[src/rtl/clause_mem_pkg.sv]
// Shared types and clause-word layout for the BCP clause storage.
// The field offsets describe how literal/watch data is packed into one word.
package clause_mem_pkg;

  typedef enum logic {
    CLEAR = 1'b0,
    RUN   = 1'b1
  } state_t;

  localparam int CLAUSE_W = 18;

  // Two watched-literal indices followed by a clause size field.
  localparam int WATCH_W    = 7;
  localparam int WATCH0_LSB = 0;
  localparam int WATCH1_LSB = WATCH0_LSB + WATCH_W;
  localparam int SIZE_W     = 4;
  localparam int SIZE_LSB   = WATCH1_LSB + WATCH_W;

endpackage

[src/rtl/rr_arbiter.sv]
// Round-robin arbiter with a one-hot combinational grant.
// The most recent winner drops to lowest priority.
module rr_arbiter #(
  parameter int N = 2
) (
  input  logic         clk,
  input  logic         rst,
  input  logic [N-1:0] req,
  input  logic         en,
  output logic [N-1:0] grant
);

  localparam int LW = (N > 1) ? $clog2(N) : 1;

  logic [LW-1:0] last;
  logic [LW-1:0] grant_idx;
  logic          found;

  // The first pass covers ports above last and the second pass wraps around.
  always_comb begin
    grant     = '0;
    grant_idx = last;
    found     = 1'b0;
    if (en) begin
      for (int i = 0; i < N; i++) begin
        if (!found && req[i] && (i > int'(last))) begin
          grant[i]  = 1'b1;
          grant_idx = LW'(i);
          found     = 1'b1;
        end
      end
      for (int i = 0; i < N; i++) begin
        if (!found && req[i] && (i <= int'(last))) begin
          grant[i]  = 1'b1;
          grant_idx = LW'(i);
          found     = 1'b1;
        end
      end
    end
  end

  always_ff @(posedge clk or posedge rst) begin
    if (rst) begin
      last <= LW'(N - 1);
    end else if (found) begin
      last <= grant_idx;
    end
  end

endmodule

[src/rtl/clause_mem_arb.sv]
// Clause storage shared by several BCP requestors.
// A clear sequence fills the array after reset; each response lasts one cycle.
module clause_mem_arb
  import clause_mem_pkg::*;
#(
  parameter int                DATA_W      = CLAUSE_W,
  parameter int                DEPTH       = 8,
  parameter int                ADDR_W      = (DEPTH > 1) ? $clog2(DEPTH) : 1,
  parameter int                N_PORTS     = 2,
  parameter logic [DATA_W-1:0] CLEAR_VALUE = '0
) (
  input  logic                             clk,
  input  logic                             rst,
  input  logic                             clear_req,
  output logic                             busy,
  input  logic [N_PORTS-1:0]               req_valid,
  output logic [N_PORTS-1:0]               req_ready,
  input  logic [N_PORTS-1:0]               req_write,
  input  logic [N_PORTS-1:0][ADDR_W-1:0]   req_addr,
  input  logic [N_PORTS-1:0][DATA_W-1:0]   req_wdata,
  output logic [N_PORTS-1:0]               rsp_valid,
  output logic [DATA_W-1:0]                rsp_data,
  output logic                             rsp_err
);

  state_t            state;
  logic [ADDR_W-1:0] clr_addr;
  logic [DATA_W-1:0] mem [DEPTH];

  logic [N_PORTS-1:0] grant;
  logic               any_grant;
  logic               sel_write;
  logic [ADDR_W-1:0]  sel_addr;
  logic [DATA_W-1:0]  sel_wdata;
  logic               in_range;

  rr_arbiter #(
    .N(N_PORTS)
  ) u_arb (
    .clk  (clk),
    .rst  (rst),
    .req  (req_valid),
    .en   (state == RUN),
    .grant(grant)
  );

  assign req_ready = grant;
  assign any_grant = |grant;
  assign in_range  = int'(sel_addr) < DEPTH;

  always_comb begin
    sel_write = 1'b0;
    sel_addr  = '0;
    sel_wdata = '0;
    for (int i = 0; i < N_PORTS; i++) begin
      if (grant[i]) begin
        sel_write = req_write[i];
        sel_addr  = req_addr[i];
        sel_wdata = req_wdata[i];
      end
    end
  end

  // A clear request during CLEAR restarts the sweep from address 0.
  always_ff @(posedge clk or posedge rst) begin
    if (rst) begin
      state    <= CLEAR;
      clr_addr <= '0;
      busy     <= 1'b1;
    end else begin
      case (state)
        CLEAR: begin
          if (clear_req) begin
            clr_addr <= '0;
          end else if (clr_addr == ADDR_W'(DEPTH - 1)) begin
            state    <= RUN;
            busy     <= 1'b0;
            clr_addr <= '0;
          end else begin
            clr_addr <= clr_addr + 1'b1;
          end
        end
        RUN: begin
          if (clear_req) begin
            state    <= CLEAR;
            busy     <= 1'b1;
            clr_addr <= '0;
          end
        end
        default: begin
          state    <= CLEAR;
          busy     <= 1'b1;
          clr_addr <= '0;
        end
      endcase
    end
  end

  always_ff @(posedge clk) begin
    if (state == CLEAR) begin
      mem[clr_addr] <= CLEAR_VALUE;
    end else if (any_grant && sel_write && in_range) begin
      mem[sel_addr] <= sel_wdata;
    end
  end

  // Out-of-range accesses still respond, but with zero data and the error flag set.
  always_ff @(posedge clk or posedge rst) begin
    if (rst) begin
      rsp_valid <= '0;
      rsp_data  <= '0;
      rsp_err   <= 1'b0;
    end else begin
      rsp_valid <= grant;
      rsp_err   <= any_grant && !in_range;
      if (!any_grant || !in_range) begin
        rsp_data <= '0;
      end else if (sel_write) begin
        rsp_data <= sel_wdata;
      end else begin
        rsp_data <= mem[sel_addr];
      end
    end
  end

endmodule
[config.mk]
export PLATFORM = sky130hd
export DESIGN_NAME = clause_mem_arb
export DESIGN_NICKNAME = d
export VERILOG_FILES = /design/src/rtl/clause_mem_pkg.sv /design/src/rtl/rr_arbiter.sv /design/src/rtl/clause_mem_arb.sv
export SDC_FILE = /design/constraint.sdc
export NUM_CORES = 1
export LEC_CHECK = 0
export ABC_AREA = 1
export ABC_CLOCK_PERIOD_IN_PS = 2350
export BUFFER_PORTS_ARGS = -buffer_cell sky130_fd_sc_hd__buf_4
export CORE_MARGIN = 5
export CORE_UTILIZATION = 55
export CTS_BUF_LIST = sky130_fd_sc_hd__clkbuf_8
export DETAILED_ROUTE_END_ITERATION = 8
export HOLD_SLACK_MARGIN = 0.12
export MAX_ROUTING_LAYER = met4
export PLACE_DENSITY = 0.83
export SYNTH_ARGS = -nofsm -noshare
export SYNTH_HDL_FRONTEND = slang
export SYNTH_SLANG_ARGS = --single-unit
[constraint.sdc]
create_clock -name clk -period 2.35 [get_ports clk]
set_input_delay 0.3525 -clock clk [delete_from_list [all_inputs] [get_ports clk]]
set_output_delay 0.3525 -clock clk [all_outputs]
set_load 0.005 [all_outputs]
==> flow_metrics.tcl, run 1 <==
set metrics [dict create \
    cts_buffers 17 \
    rsz0062_at_grt "no" \
    path_class "register to register" \
    dr.pass1.iters 5 \
    hold_class "primary input to asynchronous set/reset pin" \
    top_layer "met4" \
    maxCapViolCount 0 \
    dp_slack_ns 0.0715 \
    cts-root-buf "clkbuf_8" \
    synth-main-ff-cell "edfxtp_1" \
    initial_core_util_pct 56.2 \
    cts_sinks 170 \
    design_area_sq_um 8610 \
    yosysWarningCount 0 \
    gp_congestion 0.839 \
    synth_top_area_share_pct 58.1 \
    wire_per_inst_um 18.2 \
    port_buffers 71 \
    synthToLayoutAreaGrowth_pct 15.7 \
    placed_cell_area_sq_um 8200 \
    met1_length_um 6380 \
    ys_async_sr_fraction_pct 15.3 \
    required_ns 2.53 \
    ys_types 29 \
    htree_levels 4 \
    num-fill-cells 963 \
    wl_met2_um 9210 \
    critPathCaptureType "register" \
    finalCritPeriodShare_pct 94.2 \
    arrival_ns 2.39 \
    ios 73 \
    netlist_area_sq_um 7440 \
    slew_headroom_pct 32.2 \
    routed_wirelength_um 17200 \
    synth_area_leaders "edfxtp_1, nand3_1, dfrtp_1" \
    fp-row-count 42 \
    max_freq_mhz 452 \
    syn_nets 736 \
    finalHoldViolCount 0 \
    crit_fanout 18 \
    clk_latency_ns 0.47 \
    ys_top_cells_by_count "nand3_1, edfxtp_1, nand2_1, inv_1, nor2_1" \
    power.density_nw_per_um2 663 \
    die_h_um 126 \
    total_power_uw 5710 \
    fin_ws_ns 0.137 \
    drt-initial-drc-count 565 \
    drive_above_1_share_pct 18.7 \
    min_period_ns 2.21 \
    tritoncts "yes" \
    synth.most_common_cell "nand3_1" \
    yosysTopAreaCell "edfxtp_1" \
    vias 5471 \
    final_nets 807 \
    grt_overflow 0 \
    ys_seq_area_share_pct 66.9 \
    syn_area_per_cell_sq_um 10.9 \
    die_area_sq_um 15900 \
    dr_wl_met3_um 1080 \
    worstMarginPinSlew_ns 1.02 \
    ir_drop_mv 0.747 \
    synth_edf_count 144 \
    grt_pass1_wl_um 27300 \
    drc 0 \
    antenna_found_initial 0 \
    status "completed" \
    clock_path_buffers 2 \
    final_antenna_net_count 0 \
    coreArea_sq_um 13200 \
    p_leak_uw 0.00381 \
    maxSlewViolCount 0 \
    n_antenna_cell 0 \
    dp_hpwl_um 11300 \
    worst_clock_skew_ns 0.00930 \
    clk_pin_slew_ns 0.09 \
    grt_max_degree 73 \
    via_per_inst 5.79 \
    syn-instance-count 685 \
    grt_pass1_vias 5333 \
    track_usage_pct 22.7 \
    die_w_um 126 \
    setup_viol 0 \
    synth-seq-cells 170 \
    start_kind "register" \
]
==> kinds of logic (layout without fill, tap and decap cells) <==
logic type / after synthesis / in the layout / synth area share [%]
simple gates: 383 / 383 / 23.4
flops: 170 / 170 / 66.9
buf+inv: 100 / 184 / 6.11
compound gates: 29 / 29 / 3.20
fa+ha+maj: 2 / 2 / 0.336
other cells: 1 / 1 / 0.0504
==> where the power goes <==
group	switching [uW]	internal [uW]
Sequential	34.2	3370
Combinational	229	166
Clock	1070	836
Total	1340	4370
==> what timing repair did <==
action | CTS | global route
hold endpoints to repair | 1 | 0
hold buffers | 1 | 0
endpoints found under the setup margin | 0 | 115
gates resized for setup | 0 | 6
setup buffers | 0 | 2
==> routing by layer <==
| metal | vias up | global-route usage (%) |
|---|---|---|
| met5 | - | - |
| met2 | 258 | 38.9 |
| li1 | 2525 | - |
| met4 | 0 | 9.40 |
| met3 | 57 | 4.19 |
| met1 | 2631 | 26.5 |
==> registers in the layout (all words and copies together) (netlist names) <==
name	flops
busy	1
clr_addr	3
mem	144
rsp_data	18
rsp_valid	2
state	1
u_arb.last	1
==> worst paths after layout <==
check                                   start           end  slack, ns  cells past startpoint
min in group clk                req_wdata[34]  rsp_data[16]       0.33                      4
worst min register to register    clr_addr[0]   clr_addr[0]       0.54                      1
worst max-delay path                    state    mem[2][12]       0.14                     10
worst min-delay path                      rst   rsp_data[8]       0.13                      2
worst max register to register          state    mem[2][12]       0.14                     10
max in group asynchronous                 rst         state       1.60                      2
==> through the flow <==
step	hold WS (ns)	util (%)	TNS, ns	std cells
final	0.131	65.0	0	945
after global routing	0.217	65.0	0	945
after CTS	0.143	64.7	0	943
after detailed placement	0.511	61.9	0	910
after global placement	0.510	61.9	0	910
after floorplan	0.391	-	-16.92	685
==> worst max-delay path, stage by stage, from the launching register on <==
cell	delay [ns]
dfrtp_1	0.49
nand2_2	0.09
inv_2	0.11
nand2_2	0.10
o21ai_4	0.28
buf_4	0.18
inv_4	0.03
nand2_1	0.09
o211ai_2	0.17
nor2_2	0.20
buf_12	0.19
==> placed cells by master (no fill, tap or decap), drive strengths merged <==
cell type / count
o31ai: 1
o22ai: 1
nand3b: 1
dfrtp: 24
edfxtp: 144
buf: 93
clkinv: 8
dfstp: 2
bufinv: 1
dlygate4sd3: 1
a21oi: 2
o211ai: 1
o21bai: 1
nand2: 133
a22o: 18
clkbuf: 17
nor2: 43
o21ai: 5
conb: 1
clkinvlp: 2
ha: 2
nand3: 206
inv: 62
==> layout make-up <==
| cell class | instances | area (sq um) | area share, % |
|---|---|---|---|
| flip-flops and latches | 170 | 4980 | 57.8 |
| multi-input cells | 415 | 2020 | 23.4 |
| repair buffers | 94 | 811 | 9.42 |
| clock buffers | 17 | 234 | 2.72 |
| inverters | 58 | 220 | 2.56 |
| well taps | 176 | 220 | 2.56 |
| clock inverters | 15 | 128 | 1.48 |
No activity file was read; power rests on OpenSTA's default activity.
==> run 2, diff against run 1 <==
Settings changed: CORE_UTILIZATION 55 to 53, CTS_BUF_LIST sky130_fd_sc_hd__clkbuf_8 to sky130_fd_sc_hd__clkbuf_16, PLACE_DENSITY 0.83 to 0.81.
==> run 2 against run 1 <==
  * Via count decreased by 1.3%
  * Clock skew decreased by 0.0023 ns
  * Global-route usage increased by 0.19 points
  * Sequential power about the same
  * Critical path depth increased by 1
  * Combinational power increased by 4%
  * Worst setup slack got worse by 0.018 ns
  * Die area increased by 3.5%
  * Largest cell class unchanged
  * Sequential share of layout area decreased by 1.6 points
  * Critical path type unchanged
  * Routed wire length increased by 3.3%
  * Hold slack improved by 0.25 ns
  * Critical endpoint is now mem[1][8]
==> flow_metrics.tcl, run 2 (synthesis gave the netlist of run 1 again) <==
set metrics [dict create \
    internal_power_uw 5060 \
    finalHoldViolCount 0 \
    crit_chain "inv_1 > nand2_1 > nand2_1 > inv_2 > nand2_1 > o21ai_4 > nand2_1 > o21ai_1 > nand2_1 > nor2_1 > buf_12" \
    initial_core_util_pct 53.8 \
    routed_wirelength_um 17800 \
    cts_sinks 170 \
    required_ns 2.49 \
    cp_num_buf_inv 3 \
    maxSlewViolCount 0 \
    critPathCaptureType "register" \
    synthToLayoutAreaGrowth_pct 18.9 \
    num-fill-cells 996 \
    total_power_uw 6430 \
    grt_pass1_vias 5383 \
    drc 0 \
    max_freq_mhz 448 \
    ios 73 \
    maxCapViolCount 0 \
    gp_congestion 0.953 \
    worst_clock_skew_ns 0.00699 \
    cp_common_cell "nand2_1" \
    multi_input_area_sq_um 2020 \
    path_class "register to register" \
    track_usage_pct 22.9 \
    arrival_ns 2.37 \
    final_cell_mix "nand3_1, edfxtp_1, nand2_1" \
    dr.pass1.iters 5 \
    cp_slowest_stage_delay_ns 0.53 \
    p_sw_share_pct 21.3 \
    largest_reg_flops 144 \
    via_per_inst 5.68 \
    final.setup.tns_ns 0 \
    status "completed" \
    ir_drop_mv 0.488 \
    final_antenna_net_count 0 \
    grt_max_degree 73 \
    switchingPower_uw 1370 \
    cts_buffers 17 \
    grt_pass1_wl_um 27600 \
    drt-initial-drc-count 741 \
    cts-root-buf "clkbuf_16" \
    finalCritPeriodShare_pct 95.0 \
    coreArea_sq_um 13800 \
    clkPwrFrac_pct 40.6 \
    final_common_cell "nand3_1" \
    dp_hpwl_um 11500 \
    slew_headroom_pct 65.0 \
    placed_cell_area_sq_um 8270 \
    power.density_nw_per_um2 727 \
    htree_levels 4 \
    port_buffers 71 \
    n_antenna_cell 0 \
    start_kind "register" \
    vias 5400 \
    regArea_sq_um 4980 \
    pwr-share-seq_pct 53.0 \
    worstMarginPinSlew_ns 0.526 \
    largestRegisters "mem (144), rsp_data (18), clr_addr (3)" \
    post_cts_buffers 0 \
    fin_worst_hold_slack_ns 0.376 \
    antenna_found_initial 0 \
    power_frac_comb_pct 6.4 \
    clk_pin_slew_ns 0.06 \
    die_area_sq_um 16500 \
    setup_viol 0 \
    design_area_sq_um 8850 \
    p_leak_uw 0.00394 \
    min_period_ns 2.23 \
    die_w_um 128 \
    fp-row-count 43 \
    die_h_um 128 \
    hold_class "primary input to register" \
    cpLargestDelayFamily "simple AND/OR/NAND/NOR gates" \
    clock_path_buffers 2 \
    clk_latency_ns 0.43 \
    final_nets 809 \
    drive_above_1_share_pct 18.3 \
    regMostFlops "mem" \
    critPathSlowestCell "dfstp_2" \
    tritoncts "yes" \
    fin_ws_ns 0.119 \
    grt_overflow 0 \
    dp_slack_ns 0.173 \
    crit_fanout 18 \
    wire_per_inst_um 18.7 \
]
-- run 2: changes by cell type in the layout (fill, tap and decap cells not counted), sizes merged --
| cell | previous run | this run |
|---|---|---|
| dlygate4sd3 | 1 | 2 |
| bufinv | 1 | 0 |
| buf | 93 | 94 |
| inv | 62 | 67 |
| clkbuf | 17 | 20 |
| clkinv | 8 | 3 |
| clkinvlp | 2 | 0 |
-- run 2: layout make-up --
class | instances | area share (%)
sequential | 170 | 56.3
multi-input combinational | 415 | 22.8
timing repair buffer | 96 | 9.62
clock buffer | 20 | 5.66
tap | 180 | 2.55
inverter | 58 | 2.49
clock inverter | 12 | 0.636
-- run 2: stage by stage --
step | utilization [%] | instances
CTS | 64.0 | 951
finish | 64.0 | 951
global placement | 59.8 | 917
detailed placement | 59.8 | 917
floorplan | - | 685
global route | 64.0 | 951
-- run 2: power by group through the flow --
stage                     clock network [uW]  logic [uW]  registers (uW)
after floorplan                            0         202            3460
after global placement                     0         390            3470
after detailed placement                   0         407            3470
after CTS                               2630         412            3410
after global routing                    2780         446            3420
final                                   2610         412            3410
-- run 2: timing repair --
action,in CTS,in global routing
gates resized for setup,0,1
hold endpoints to repair,25,0
hold buffers,2,0
setup endpoints to repair,0,3
-- run 2: routing by layer --
metal / part of all wire [%] / GRT usage, %
met1: 38 / 26.4
met2: 52 / 37.7
met3: 5.5 / 5.89
met4: 4.0 / 10.6
met5: 0 / -
-- run 2: worst paths after layout --
kind                         startpoint      endpoint  slack (ns)  cells past startpoint
setup / recovery             u_arb.last     mem[1][8]        0.12                     11
hold / removal             req_wdata[5]   rsp_data[5]        0.38                      6
setup reg to reg             u_arb.last     mem[1][8]        0.12                     11
hold reg to reg              u_arb.last    u_arb.last        0.52                      2
max in group asynchronous           rst          busy        1.51                      4
min in group asynchronous           rst  rsp_data[12]        0.54                      4
-- run 2: worst reg2reg max path: stages, from the launching register on --
cell     delay [ns]
dfstp_2        0.53
inv_1          0.04
nand2_1        0.16
nand2_1        0.10
inv_2          0.06
nand2_1        0.07
o21ai_4        0.15
nand2_1        0.17
o21ai_1        0.11
nand2_1        0.12
nor2_1         0.23
buf_12         0.20
